**src/rtl/writeback_unit.sv**
```systemverilog
// writeback_unit: MEM/WB pipeline register and writeback stage.
// Captures the instruction leaving MEM, selects and size-extends the result,
// drives the register file write port, supplies write-to-read bypass data to
// decode and counts retired instructions.
// Optional feature macro: WB_BYPASS_EN (when undefined, bp_dataN = rf_dataN).

module writeback_unit #(
  parameter int CNT_W = 32
) (
  input  logic             clk,
  input  logic             reset,
  input  logic             stall,
  input  logic             flush,
  input  logic             mem_valid,
  input  logic             mem_reg_write,
  input  logic             mem_to_reg,
  input  logic             mem_link,
  input  logic [1:0]       mem_size,
  input  logic             mem_signed,
  input  logic [4:0]       mem_rd,
  input  logic [63:0]      mem_alu_result,
  input  logic [63:0]      mem_load_data,
  input  logic [63:0]      mem_pc_plus4,
  output logic [63:0]      WriteData,
  output logic [4:0]       WriteRegister,
  output logic             RegWrite,
  input  logic [4:0]       rd_addr1,
  input  logic [4:0]       rd_addr2,
  input  logic [63:0]      rf_data1,
  input  logic [63:0]      rf_data2,
  output logic [63:0]      bp_data1,
  output logic [63:0]      bp_data2,
  output logic [CNT_W-1:0] retired
);

  localparam logic [4:0] LINK_REG = 5'd30;
  localparam logic [4:0] ZERO_REG = 5'd31;

  localparam logic [1:0] SIZE_BYTE = 2'b00;
  localparam logic [1:0] SIZE_HALF = 2'b01;
  localparam logic [1:0] SIZE_WORD = 2'b10;

  // MEM/WB pipeline register contents
  logic             r_valid;
  logic             r_reg_write;
  logic             r_to_reg;
  logic             r_link;
  logic [1:0]       r_size;
  logic             r_signed;
  logic [4:0]       r_rd;
  logic [63:0]      r_alu_result;
  logic [63:0]      r_load_data;
  logic [63:0]      r_pc_plus4;
  logic [CNT_W-1:0] r_retired;

  logic        w_fire;
  logic [63:0] w_load_ext;
  logic [63:0] w_result;
  logic [4:0]  w_dest;
  logic        w_reg_write;

  // Pipeline register: stall holds everything, flush injects a bubble
  always_ff @(posedge clk) begin
    if (reset) begin
      r_valid      <= 1'b0;
      r_reg_write  <= 1'b0;
      r_to_reg     <= 1'b0;
      r_link       <= 1'b0;
      r_size       <= 2'b00;
      r_signed     <= 1'b0;
      r_rd         <= 5'd0;
      r_alu_result <= 64'd0;
      r_load_data  <= 64'd0;
      r_pc_plus4   <= 64'd0;
    end else if (!stall) begin
      if (flush) begin
        r_valid <= 1'b0;
      end else begin
        r_valid      <= mem_valid;
        r_reg_write  <= mem_reg_write;
        r_to_reg     <= mem_to_reg;
        r_link       <= mem_link;
        r_size       <= mem_size;
        r_signed     <= mem_signed;
        r_rd         <= mem_rd;
        r_alu_result <= mem_alu_result;
        r_load_data  <= mem_load_data;
        r_pc_plus4   <= mem_pc_plus4;
      end
    end
  end

  // An instruction leaves the pipeline only in a cycle where it is not held
  assign w_fire = r_valid & ~stall;

  // Retired-instruction counter counts every fired instruction, wrapping freely
  always_ff @(posedge clk) begin
    if (reset) begin
      r_retired <= '0;
    end else if (w_fire) begin
      r_retired <= r_retired + 1'b1;
    end
  end

  // Size-extend the right-aligned load data to 64 bits
  always_comb begin
    w_load_ext = r_load_data;
    case (r_size)
      SIZE_BYTE: w_load_ext = {{56{r_signed & r_load_data[7]}},  r_load_data[7:0]};
      SIZE_HALF: w_load_ext = {{48{r_signed & r_load_data[15]}}, r_load_data[15:0]};
      SIZE_WORD: w_load_ext = {{32{r_signed & r_load_data[31]}}, r_load_data[31:0]};
      default:   w_load_ext = r_load_data;
    endcase
  end

  // Result select: link beats load, load beats ALU; link also forces X30
  always_comb begin
    w_result = r_alu_result;
    w_dest   = r_rd;
    if (r_link) begin
      w_result = r_pc_plus4;
      w_dest   = LINK_REG;
    end else if (r_to_reg) begin
      w_result = w_load_ext;
    end
  end

  // Writes to X31 are dropped so the zero register never changes
  assign w_reg_write = w_fire & (r_reg_write | r_link) & (w_dest != ZERO_REG);

  assign WriteData     = w_result;
  assign WriteRegister = w_dest;
  assign RegWrite      = w_reg_write;
  assign retired       = r_retired;

`ifdef WB_BYPASS_EN
  // Same-cycle bypass: forward the value being written if decode reads it
  always_comb begin
    bp_data1 = rf_data1;
    bp_data2 = rf_data2;
    if (w_reg_write && (w_dest == rd_addr1)) begin
      bp_data1 = w_result;
    end
    if (w_reg_write && (w_dest == rd_addr2)) begin
      bp_data2 = w_result;
    end
  end
`else
  // No bypass: the hazard unit stalls decode on writeback RAW hazards
  always_comb begin
    bp_data1 = rf_data1;
    bp_data2 = rf_data2;
  end
`endif

endmodule
```
**config.mk**
```make
export PLATFORM = sky130hd
export DESIGN_NAME = writeback_unit
export DESIGN_NICKNAME = d
export VERILOG_FILES = /design/src/rtl/writeback_unit.sv
export SDC_FILE = /design/constraint.sdc
export NUM_CORES = 1
export LEC_CHECK = 0
export CORE_AREA = 2 2 225 227
export DETAILED_ROUTE_END_ITERATION = 8
export DIE_AREA = 0 0 227 229
export DONT_BUFFER_PORTS = 1
export PLACE_DENSITY = 0.38
export SKIP_CTS_REPAIR_TIMING = 1
export SLEW_MARGIN = 20
export SYNTH_ARGS = -nofsm -noshare
export SYNTH_HDL_FRONTEND = slang
export SYNTH_SLANG_ARGS = --single-unit
```
**constraint.sdc**
```tcl
create_clock -name clk -period 2.8 [get_ports clk]
set_input_delay 0.56 -clock clk [delete_from_list [all_inputs] [get_ports clk]]
set_output_delay 0.56 -clock clk [all_outputs]
set_load 0.1 [all_outputs]
```
==> metrics.md <==
| Metric | Value |
|---|---|
| Fin worst setup slack | -17.0 ps |
| Crit-path max FO | 16 |
| RSZ-0062 raised after global routing | yes |
| Largest net degree at the start of global routing | ~250 |
| Final nets | 1,770 |
| Routed wire per std cell | roughly 19 µm |
| Arrival time worst endpoint | ~2300 ps |
| Power Total | just over 9000 µW |
| Final Hold Viols | 0 |
| Vias in the first global route | ~9,500 |
| Placement row count | approximately 80 |
| Leak pwr | approximately 0.0050 µW |
| F_max | 355 MHz |
| Synthesis-to-layout area growth | 29.2% |
| Failing checks | negative setup slack |
| Gr usage total | approximately 14% |
| CTS tree | yes |
| Yosys top cell area share | around 43% |
| CTS clk-pin slew, worst paths | 60 ps |
| Min-delay src | reset |
| Worst-Margin Slew | 731 ps |
| Layout Skew | a little over 9 ps |
| CTS Buf Count | 30 |
| Number of max-cap violations | 0 |
| Synth Flop Type | dfxtp_1 |
| Syn_area_per_cell | about 7.3 µm² |
| Fin. max-slew vios | 0 |
| WS Path Type | reg2out |
| Setup crit end kind | primary output |
| First-pass GRT wire length | roughly 60,000 µm |
| Clk sink count | about 240 |
| Skew-Pair Late Insertion Delay | about 560 ps |
| Post-route ant nets | 0 |
| Post-Syn Nets | between 1,500 and 2,000 |
| Cell count of the worst hold path | 1 |
| Power Density | 656 nW/µm² |
| Initial core utilization | between 20 and 25% |
| Share of cells above drive strength 1 | between 10% and 20% |
| Worst slack at placement | slightly below 400 ps |
| Fin Hold WS | between 80 and 90 ps |
| Setup TNS | -68.6 ps |
| Syn Std Cell Area | ~11,000 µm² |
| R2R cell count | 5 |
| Post-synthesis cell count | between 1,500 and 2,000 |
| Die W | 227 µm |
| Yosys Warn Count | 0 |
| Reg2reg start | retired[0] |
| Count of different cell masters after synthesis | 36 |
| DR DRC count | 0 |
| Register bit total from synthesis | around 240 |
| Hold WC Path Type | in2reg |
| Initial antenna violation count | 2 |
| Biggest regs | r_alu_result x64, r_load_data x64, r_pc_plus4 x64 |
| Core ar. | 49,700 µm² |
| Synth area leader | dfxtp_1 |
| H-tree Lvls | 1 |
| DRT iter0 DRCs | around 470 |
| Sequential fraction of the synthesis area | between 40% and 50% |
| Post-synth EDFFs | 0 |
| I/O pin cnt | about 580 |
| Critical path required time | 2240 ps |
| Detailed placement HPWL | ~25,000 µm |
| Clock buffer depth | 3 |
| Die ar. | approximately 52,000 µm² |
| Grt total ovfl | 0 |
| Synth top area cells | dfxtp_1 43%, nand2_1 16%, a21oi_1 12% |
| Port buffer count | 0 |
| CTS root buffer | clkbuf_16 |
| WL final | 39,600 µm |
| Hold Path Sink | retired[10] |
| Startpoint types | flip-flop |
| Final setup violation count | 9 |
| Final period util | 101% |
| Die Ht | roughly 230 µm |
| Layout fillers | 5,440 |
| 1st-pass router iterations | 4 |
| Post-synth top cells | 480 x nand2_1, 265 x a21oi_1, 236 x dfxtp_1 |
| Vias per cell | roughly 4.5 |
| Peak VDD IR | 0.472 mV |
| Fin crit period | about 2800 ps |
| R2r endpoint | retired[29] |
| Reg2Reg Setup Slack | between 700 and 800 ps |
| Final GP Congestion | around 0.75 |
| Vias | 9,640 |
| Most frequent cell after synthesis | nand2_1 |
| Rel. slew slack | 51.3% |
| Crit path from | r_size[0] |
| Status | finished, violations left |
| Ys async rst share | 0% |
==> worst max-delay path by stage <==
stage,endpoint,slack (ps),cells after the start
floorplan,WriteData[0],-530,3
global placement,WriteData[41],380,6
detailed placement,WriteData[63],400,6
CTS,WriteData[53],-250,6
global route,WriteData[33],-130,7
finish,WriteData[47],-20,7
==> cell families after synthesis <==
logic type,share of synthesized area [%]
compound gates,17.7
xor+xnor,0.718
fa+ha+maj,0.114
buf+inv,13.0
flops,43.0
mux,1.83
simple gates,23.6
==> cell type report <==
class                      count  area, µm²  share of cell area, %
tap                          672        841                   5.92
multi-input combinational   1020       5650                   39.8
antenna                        1       2.50                 0.0176
sequential                   236       4740                   33.4
inverter                       5       18.8                  0.132
clock inverter                13        165                   1.16
clock buffer                  42        887                   6.25
timing repair buffer         130       1890                   13.3
==> worst max-delay path, stage by stage (launching register included) <==
cell and delay [ps]:
dfxtp_4 360, mux2i_2 160, o211ai_1 200, buf_4 200, buf_12 190, a21oi_1 90, o31ai_4 280, buf_12 210
==> metrics by stage <==
step	util (%)	area, µm²	cells
final	28.6	14200	2119
after global routing	28.6	14200	2119
after CTS	28.2	14000	2110
after detailed placement	26.0	12900	2055
after global placement	26.0	12900	2055
after floorplan	-	11700	1502
==> layer usage <==
metal / track usage [%] / vias to the layer above / routed length [µm]
met2: 24.0 / 286 / 18900
met3: 4.17 / 82 / 2910
met4: 4.84 / 4 / 1020
met5: 0.569 / - / 50
li1: - / 4690 / -
met1: 17.4 / 4578 / 16700
==> placed cells by master (no fill, tap or decap), types with 5 or more instances in the layout <==
cell,netlist,layout
o31ai_4,0,48
mux2i_1,10,9
o21ai_2,0,16
clkbuf_8,0,7
a21oi_1,265,248
nor2b_1,11,9
clkinv_2,0,9
xor2_1,6,6
and4_1,5,5
o31ai_1,54,6
dfxtp_1,236,231
mux2_1,9,9
a21oi_2,0,15
nor3_1,9,9
nor2_1,70,69
o21ai_0,37,23
clkbuf_16,0,33
inv_1,5,5
or3_1,7,7
or4_1,6,6
buf_4,129,56
buf_12,0,69
nand2_1,480,480
nand3_1,19,19
==> power breakdown <==
group	switching (µW)	internal, µW	total, µW
registers	79.2	3490	3570
clock network	1550	2560	4110
logic	1090	532	1630
total	2730	6580	9310
(Power assumes the default switching activity.)
